--- src/rtl/muldiv_unit_if.sv ---
// Bus bundle for the iterative multiply/divide unit.
//   master : pipeline side - launches ops, writes HI/LO (MTHI/MTLO), flags a pending MFHI/MFLO.
//   slave  : muldiv_unit   - returns HI/LO, busy, done pulse, divide-by-zero flag and the stall.
// Signals:
//   start, op[1:0], os, ot      operation launch (op: 00 MULT, 01 MULTU, 10 DIV, 11 DIVU)
//   wr_hi, wr_lo, w_data        MTHI/MTLO writes (honoured only while idle)
//   rd_hilo                     an MFHI/MFLO sits in the HI/LO read stage
//   hi, lo                      architectural HI/LO registers
//   busy, done, div_by_zero     status
//   stall                       busy & rd_hilo
interface muldiv_unit_if #(
    parameter int WIDTH = 32
);
    logic             start;
    logic [1:0]       op;
    logic [WIDTH-1:0] os;
    logic [WIDTH-1:0] ot;
    logic             wr_hi;
    logic             wr_lo;
    logic [WIDTH-1:0] w_data;
    logic             rd_hilo;
    logic [WIDTH-1:0] hi;
    logic [WIDTH-1:0] lo;
    logic             busy;
    logic             done;
    logic             div_by_zero;
    logic             stall;

    modport master (
        output start, op, os, ot, wr_hi, wr_lo, w_data, rd_hilo,
        input  hi, lo, busy, done, div_by_zero, stall
    );

    modport slave (
        input  start, op, os, ot, wr_hi, wr_lo, w_data, rd_hilo,
        output hi, lo, busy, done, div_by_zero, stall
    );
endinterface

--- src/rtl/muldiv_unit.sv ---
// Iterative MULT/MULTU/DIV/DIVU unit with HI/LO registers.
// One iteration per cycle: start edge -> WIDTH RUN edges -> FIN edge writes HI/LO and pulses done.
// Ports:
//   clk    rising-edge clock
//   rst_n  synchronous active-low reset
//   bus    muldiv_unit_if.slave (operands, MTHI/MTLO, HI/LO, busy/done/div_by_zero/stall)
module muldiv_unit #(
    parameter int WIDTH = 32
) (
    input logic          clk,
    input logic          rst_n,
    muldiv_unit_if.slave bus
);
    localparam int CW = $clog2(WIDTH);
    localparam logic [CW-1:0] LAST = CW'(WIDTH - 1);

    typedef enum logic [1:0] {IDLE, RUN, FIN} state_t;

    state_t             state, state_nx;
    logic [CW-1:0]      count;
    // Shared accumulator: multiply = {partial product, remaining multiplier},
    // divide = {partial remainder, dividend bits shifting into quotient}.
    logic [2*WIDTH-1:0] acc;
    logic [WIDTH-1:0]   b;          // multiplicand / divisor magnitude
    logic [WIDTH-1:0]   dividend;   // raw os, returned in HI on divide by zero
    logic               is_div, neg_res, neg_rem, dz;
    logic [WIDTH-1:0]   hi, lo;
    logic               done, dbz;
    logic               busy;

    // Operand capture: signed ops work on magnitudes and fix signs at FIN.
    logic               signed_op, os_neg, ot_neg;
    logic [WIDTH-1:0]   os_mag, ot_mag;

    always_comb begin
        signed_op = ~bus.op[0];
        os_neg    = signed_op & bus.os[WIDTH-1];
        ot_neg    = signed_op & bus.ot[WIDTH-1];
        os_mag    = os_neg ? -bus.os : bus.os;
        ot_mag    = ot_neg ? -bus.ot : bus.ot;
    end

    // One iteration of each algorithm.
    logic [WIDTH:0]     mul_sum, div_trial;
    logic [2*WIDTH-1:0] mul_next, div_next;

    always_comb begin
        mul_sum   = {1'b0, acc[2*WIDTH-1:WIDTH]} + (acc[0] ? {1'b0, b} : '0);
        mul_next  = {mul_sum, acc[WIDTH-1:1]};
        // Restoring step: trial subtract of the divisor from {rem, next dividend bit};
        // a set top bit means the subtraction borrowed, so keep the shifted remainder.
        div_trial = {acc[2*WIDTH-1:WIDTH], acc[WIDTH-1]} - {1'b0, b};
        div_next  = div_trial[WIDTH] ? {acc[2*WIDTH-2:0], 1'b0}
                                     : {div_trial[WIDTH-1:0], acc[WIDTH-2:0], 1'b1};
    end

    // Final sign correction / divide-by-zero result.
    logic [2*WIDTH-1:0] prod;
    logic [WIDTH-1:0]   quo, rem, hi_res, lo_res;

    always_comb begin
        prod = neg_res ? -acc : acc;
        quo  = neg_res ? -acc[WIDTH-1:0] : acc[WIDTH-1:0];
        rem  = neg_rem ? -acc[2*WIDTH-1:WIDTH] : acc[2*WIDTH-1:WIDTH];
        if (is_div) begin
            if (dz) begin
                lo_res = '1;
                hi_res = dividend;
            end else begin
                lo_res = quo;
                hi_res = rem;
            end
        end else begin
            lo_res = prod[WIDTH-1:0];
            hi_res = prod[2*WIDTH-1:WIDTH];
        end
    end

    // FSM
    always_ff @(posedge clk) begin
        if (!rst_n) state <= IDLE;
        else        state <= state_nx;
    end

    always_comb begin
        state_nx = state;
        case (state)
            IDLE:    if (bus.start) state_nx = RUN;
            RUN:     if (count == LAST) state_nx = FIN;
            FIN:     state_nx = IDLE;
            default: state_nx = IDLE;
        endcase
    end

    // Datapath and architectural registers
    always_ff @(posedge clk) begin
        if (!rst_n) begin
            count    <= '0;
            acc      <= '0;
            b        <= '0;
            dividend <= '0;
            is_div   <= 1'b0;
            neg_res  <= 1'b0;
            neg_rem  <= 1'b0;
            dz       <= 1'b0;
            hi       <= '0;
            lo       <= '0;
            done     <= 1'b0;
            dbz      <= 1'b0;
        end else begin
            done <= 1'b0;
            case (state)
                IDLE: begin
                    if (bus.wr_hi) hi <= bus.w_data;
                    if (bus.wr_lo) lo <= bus.w_data;
                    if (bus.start) begin
                        acc      <= {{WIDTH{1'b0}}, os_mag};
                        b        <= ot_mag;
                        dividend <= bus.os;
                        is_div   <= bus.op[1];
                        neg_res  <= os_neg ^ ot_neg;
                        neg_rem  <= os_neg;
                        dz       <= (bus.ot == '0);
                        count    <= '0;
                        dbz      <= 1'b0;
                    end
                end
                RUN: begin
                    acc   <= is_div ? div_next : mul_next;
                    count <= count + 1'b1;
                end
                FIN: begin
                    hi   <= hi_res;
                    lo   <= lo_res;
                    done <= 1'b1;
                    dbz  <= is_div & dz;
                end
                default: ;
            endcase
        end
    end

    assign busy            = (state != IDLE);
    assign bus.busy        = busy;
    assign bus.stall       = busy & bus.rd_hilo;
    assign bus.hi          = hi;
    assign bus.lo          = lo;
    assign bus.done        = done;
    assign bus.div_by_zero = dbz;
endmodule

--- src/flat_wrapper.sv ---
// flat-port wrapper written by rule: the top's interface ports become plain ports
module muldiv_unit_flat 
#(
    parameter int WIDTH = 32
)
  (clk, rst_n, bus_start, bus_op, bus_os, bus_ot, bus_wr_hi, bus_wr_lo, bus_w_data, bus_rd_hilo, bus_hi, bus_lo, bus_busy, bus_done, bus_div_by_zero, bus_stall);
  muldiv_unit_if #(.WIDTH(WIDTH)) bus_i ();
  input logic clk;
  input logic rst_n;
  input wire logic [$bits(bus_i.start)-1:0] bus_start;
  input wire logic [$bits(bus_i.op)-1:0] bus_op;
  input wire logic [$bits(bus_i.os)-1:0] bus_os;
  input wire logic [$bits(bus_i.ot)-1:0] bus_ot;
  input wire logic [$bits(bus_i.wr_hi)-1:0] bus_wr_hi;
  input wire logic [$bits(bus_i.wr_lo)-1:0] bus_wr_lo;
  input wire logic [$bits(bus_i.w_data)-1:0] bus_w_data;
  input wire logic [$bits(bus_i.rd_hilo)-1:0] bus_rd_hilo;
  output wire logic [$bits(bus_i.hi)-1:0] bus_hi;
  output wire logic [$bits(bus_i.lo)-1:0] bus_lo;
  output wire logic [$bits(bus_i.busy)-1:0] bus_busy;
  output wire logic [$bits(bus_i.done)-1:0] bus_done;
  output wire logic [$bits(bus_i.div_by_zero)-1:0] bus_div_by_zero;
  output wire logic [$bits(bus_i.stall)-1:0] bus_stall;
  assign bus_i.start = bus_start;
  assign bus_i.op = bus_op;
  assign bus_i.os = bus_os;
  assign bus_i.ot = bus_ot;
  assign bus_i.wr_hi = bus_wr_hi;
  assign bus_i.wr_lo = bus_wr_lo;
  assign bus_i.w_data = bus_w_data;
  assign bus_i.rd_hilo = bus_rd_hilo;
  assign bus_hi = bus_i.hi;
  assign bus_lo = bus_i.lo;
  assign bus_busy = bus_i.busy;
  assign bus_done = bus_i.done;
  assign bus_div_by_zero = bus_i.div_by_zero;
  assign bus_stall = bus_i.stall;
  muldiv_unit #(.WIDTH(WIDTH)) u_core (.clk(clk), .rst_n(rst_n), .bus(bus_i));
endmodule
--- config.mk ---
export PLATFORM = sky130hd
export DESIGN_NAME = muldiv_unit_flat
export DESIGN_NICKNAME = d
export VERILOG_FILES = /design/src/rtl/muldiv_unit_if.sv /design/src/rtl/muldiv_unit.sv /design/src/flat_wrapper.sv
export SDC_FILE = /design/constraint.sdc
export NUM_CORES = 1
export LEC_CHECK = 0
export BUFFER_PORTS_ARGS = -buffer_cell sky130_fd_sc_hd__buf_2
export CAP_MARGIN = 20
export CORE_MARGIN = 5
export CORE_UTILIZATION = 44
export CTS_CLUSTER_SIZE = 40
export DETAILED_ROUTE_END_ITERATION = 10
export GPL_ROUTABILITY_DRIVEN = 0
export PLACE_DENSITY = 0.71
export RECOVER_POWER = 25
export SLEW_MARGIN = 10
export SYNTH_ARGS = -nofsm -noshare
export SYNTH_HDL_FRONTEND = slang
export SYNTH_SLANG_ARGS = --single-unit
--- constraint.sdc ---
create_clock -name clk -period 3.84 [get_ports clk]
set_clock_uncertainty 0.05 [all_clocks]
set_input_delay 0.576 -clock clk [delete_from_list [all_inputs] [get_ports clk]]
set_output_delay 0.576 -clock clk [all_outputs]
set_load 0.01 [all_outputs]
# Word-level counts from Yosys, hierarchy flattened
# Cells that the tools add are included.
# Widths: inputs -> output; s select.
dict set report word_totals {
  in_bits 104
  regBits 205
  elab_cells 71
  out_inout_bits 68
}
dict set report op_classes {
  n_bitwise 6
  addsub 8
  n_mux 26
  eq_ne 7
  n_reduce_logical 11
}
# cell count
set op_table {}
lappend op_table {{$mux 32} 11}
lappend op_table {{$mux 64} 4}
lappend op_table {{$neg 32->32} 4}
lappend op_table {{$pmux 32 s2} 2}
lappend op_table {{$pmux 64 s2} 1}
lappend op_table {{$neg 64->64} 1}
lappend op_table {{$add 32x33->33} 1}
lappend op_table {{$sub 33x32->33} 1}
lappend op_table {{$logic_not 32->1} 1}
lappend op_table {{$reduce_and 2->1} 6}
lappend op_table {{$pmux 5 s2} 1}
lappend op_table {{$ne 2x2->1 const B} 3}
lappend op_table {{$reduce_bool 2->1} 3}
lappend op_table {{$add 5x1->5 const B} 1}
lappend op_table {{$eq 5x5->1 const B} 1}
lappend op_table {{$mux 5} 1}
lappend op_table {{$and 1x1->1} 4}
lappend op_table {{$mux 2} 2}
lappend op_table {{$pmux 2 s2} 1}
lappend op_table {{$eq 2x1->1 const B} 1}
lappend op_table {{$eq 2x2->1 const B} 1}
lappend op_table {{$logic_not 2->1} 1}
lappend op_table {{$mux 1} 2}
lappend op_table {{$ne 2x1->1 const B} 1}
lappend op_table {{3 further kinds} 3}

# Logic depth before layout (Yosys ltp)
dict set report logic_depth {
  word_depth 5
  depth_mapped 15
  ltp_nobuf 13
}

# Worst setup path after synthesis
# Ideal clock, no wire load.
dict set report synth_path {
  kind {register -> register}
  start {reg u_core.acc[31]}
  end {reg u_core.acc[33]}
  t_required_ps 3668
  arrival_time_ps 3448
  setup_ps 122
  setup_slack_ps 220
  stages_incl_launch_ff 15
  path_buffers 2
  synth_period_minus_slack_ps 3620
  cell_sequence {dfxtp_1 > inv_1 > ha_1 > fa_1 > nand2b_1 > a21o_1 > a21o_1 > a21oi_1 > a21oi_1 > o31ai_1 > and2_1 > clkbuf_1 > buf_2 > nor3_1 > o311a_1}
}
dict set report synth_via {
  elab_chain_len 4
}
# item line
set synth_lines {}
lappend synth_lines {{start, declared} muldiv_unit.sv:23} ;# logic [2*WIDTH-1:0] acc;
lappend synth_lines {{start signal, assigned} muldiv_unit.sv:117} ;# acc <= {{WIDTH{1'b0}}, os_mag};
lappend synth_lines {{start signal, assigned} muldiv_unit.sv:129} ;# acc <= is_div ? div_next : mul_next;
lappend synth_lines {{$sub 33x32->33} muldiv_unit.sv:52} ;# div_trial = {acc[2*WIDTH-1:WIDTH], acc[WIDTH-1]} - {1'b0, b};
lappend synth_lines {{$mux 64} muldiv_unit.sv:53} ;# div_next = div_trial[WIDTH] ? {acc[2*WIDTH-2:0], 1'b0}
lappend synth_lines {{$mux 64} muldiv_unit.sv:129}
lappend synth_lines {{$pmux 64 s2} muldiv_unit.sv:112} ;# case (state)
# Every way passes these cells.
# A chain may end at the register's enable or synchronous reset.

# Final worst setup path
dict set report layout_path {
  start {reg u_core.acc[32]}
  end {reg u_core.hi[22], in the netlist u_core.bus.hi[22]}
}
dict set report layout_via {
  elab_chain_len 5
  elab_cells_between_ends 7
  classes_between {add/sub: 2; mux: 5}
}
# item line
set layout_lines {}
lappend layout_lines {{$neg 32->32} muldiv_unit.sv:64} ;# rem = neg_rem ? -acc[2*WIDTH-1:WIDTH] : acc[2*WIDTH-1:WIDTH];
lappend layout_lines {{$mux 32} muldiv_unit.sv:64}
lappend layout_lines {{$mux 32} muldiv_unit.sv:66} ;# if (dz) begin
lappend layout_lines {{$mux 32 (*)} muldiv_unit.sv:65} ;# if (is_div) begin
lappend layout_lines {{$pmux 32 s2 (*)} muldiv_unit.sv:112}
lappend layout_lines {{end signal, assigned} muldiv_unit.sv:114} ;# if (bus.wr_hi) hi <= bus.w_data;
lappend layout_lines {{end signal, assigned} muldiv_unit.sv:133} ;# hi <= hi_res;
lappend layout_lines {{end, declared} muldiv_unit.sv:27} ;# logic [WIDTH-1:0] hi, lo;
# Every way passes the cells marked *; elsewhere a longest branch is shown, timed or not.

==> metrics.txt <==
Synth cell types 70; Startpoint Class flop; DRC 0; Slowest cell on crit path or4_1; Max-Cap Viols 0; vias per inst 6.31; maximum VDD drop 0.359 mV; Crit Path Category reg -> reg; first-pass GRT wire length 90400 um; antenna violations before repair 0; ANT cells 0; fin cells 2725; reg2reg path depth 12; HP Class in -> reg; initial detailed-routing violation count 1938; WP buf/inv 2; Least-Margin Pin Slew 1220 ps; total track usage 28.1%; CTS root buffer clkbuf_16; die area 39900 um^2; RSZ-0062 raised after global routing no; # IOs 172; most common cell after layout, fill and taps aside nand2_1; post-synthesis instance total 2143; critical path required time 4230 ps; sequential area share after synthesis 25.9%; Mapped Area 15800 um^2; wire per inst 21.5 um; NumNets Final 2421; Die Height 200 um; CTS tree done; # H-tree levels 1; Post-synth ARST share 0%; Mapped Nets 2319; TritonCTS buffer count 25; Pins Over Slew Limit 0; share of layout cells above drive strength 1 11.0%; pwr/cell area 378 nW/um^2; total gr overflow 0; most common flop cell mapped by yosys dfxtp_1; crit-path cells inv_1, buf_4, ha_1, or3b_2, or4_1, nor3_1, nand2_1, o31ai_1, xnor2_1, mux2_2, a21oi_1, o22ai_1; vias in the first global route 16000; CTS Sinks 205; ANT nets after route 0; Setup TNS 0 ps; count of final hold-check violations 0; Synth Register Bits 205; synthesis-to-finish area growth 13.3%; final WL 58600 um; mean post-synth cell area 7.39 um^2; number of port buffers 171; largest net degree at the start of global routing 75; Period Utilization, post-route 96.3%; via count 17200; Final Setup Violations 0; critical path depth 12; Leak 7.11 nW; critical path's top delay family simple AND/OR/NAND/NOR gates; most frequent cells in the layout nand2_1 (253), dfxtp_1 (203), nor2_1 (193), a21oi_1 (185), o21ai_0 (184); status completed; Starting Density 44.5%; Ys Warns 0; Arrival @ worst endpoint 4090 ps; first-pass iteration count of the detailed router 6; clock latency on the worst-skew pair 560 ps; number of synthesized flops with an enable pin 0; Die Span X 200 um; Placement Rows 69; fillers 3510; hpwl dp 44500 um; Post-CTS Hold Buffers 0; CP peak stage delay 530 ps; CP Max Fanout 7; Setup crit end kind flop; fmax 270 MHz; Core Area 35600 um^2; Clock transition at path regs 60 ps; Worst Hold Depth 3; relative slew slack 18.5%; fin util 50.5%; final worst path period need 3700 ps; dpl cells 2678; Longest Clk Path Bufs 3
cells by family after synthesis:
family,share of synthesized area (%)
AO/OA/AOI/OAI,29.0
AND/OR/NAND/NOR,19.8
buffers and inverters,5.51
flip-flops,25.9
XOR/XNOR,10.2
adder cells (fa/ha/maj),5.78
multiplexers,3.91
state kept, by name (all words and copies together) (netlist names):
register and cells:
u_core.acc 64, u_core.b 32, u_core.bus.hi 32, u_core.bus.lo 32, u_core.dividend 32, u_core.count 5, u_core.state 2, u_core.bus.div_by_zero 1
u_core.bus.done 1, u_core.dz 1, u_core.is_div 1, u_core.neg_rem 1, u_core.neg_res 1
synth_stat cells (21+ instances only):
| master | number | area share [%] |
|---|---|---|
| xnor2_1 | 89 | 4.9 |
| mux2i_1 | 54 | 3.4 |
| or3_1 | 21 | 0.83 |
| xor2_1 | 95 | 5.3 |
| nor3_1 | 38 | 1.2 |
| o21ai_0 | 184 | 5.8 |
| a21o_1 | 28 | 1.3 |
| a21oi_1 | 185 | 5.8 |
| nand2_1 | 254 | 6.0 |
| inv_1 | 65 | 1.5 |
| dfxtp_1 | 205 | 26 |
| nand3_1 | 25 | 0.79 |
| o31ai_1 | 39 | 1.8 |
| ha_1 | 70 | 5.5 |
| nor2_1 | 195 | 4.6 |
| o211ai_1 | 24 | 1.1 |
| clkbuf_1 | 140 | 3.3 |
| a211oi_1 | 85 | 4.0 |
layer usage:
layer	GRT usage, %	routed length [um]	vias to the layer above
met2	44.6	25100	1045
met1	37.2	23500	7966
met5	0	0	-
met4	13.3	3370	0
met3	5.22	6560	176
li1	-	-	8003
worst min-delay path, stage by stage:
cell and delay (ps):
buf_2 90, nand2_1 40, a21oi_1 50
layout make-up:
| type | count | area (um^2) | area share [%] |
|---|---|---|---|
| Clock buffer | 37 | 701 | 3.90 |
| Clock inverter | 9 | 143 | 0.794 |
| Inverter | 65 | 245 | 1.37 |
| Multi-Input combinational cell | 1713 | 10900 | 60.7 |
| Sequential cell | 205 | 4110 | 22.9 |
| Tap cell | 461 | 577 | 3.21 |
| Timing Repair Buffer | 235 | 1280 | 7.11 |
repair_timing:
action                                  CTS  global route
setup buffers                             0             0
gates resized for setup                   0             3
endpoints found under the setup margin    0             3
worst paths after layout:
check	startpoint	endpoint	slack, ps
setup / recovery	u_core.acc[32]	u_core.bus.hi[22]	140
hold / removal	bus_op[1]	u_core.is_div	210
setup reg to reg	u_core.acc[32]	u_core.bus.hi[22]	140
hold reg to reg	u_core.b[19]	u_core.b[19]	400
report_power, final:
group          internal [mW]  switching [mW]  leakage, nW
registers               2.29           0.193         1.69
clock network           1.47           0.987        0.413
logic                  0.689            1.16         5.01
metrics by stage:
step / worst slack [ps] / cell area, um^2 / hold slack (ps) / power [mW]
detailed placement: 142 / 17200 / 398 / 4.32
finish: 142 / 18000 / 215 / 6.79
global placement: 266 / 17200 / 393 / 4.29
floorplan: 220 / 15800 / 382 / 3.70
global route: 16.1 / 18000 / 223 / 7.07
CTS: 148 / 18000 / 210 / 6.76
Note: power is estimated with default switching activity, not from simulation.
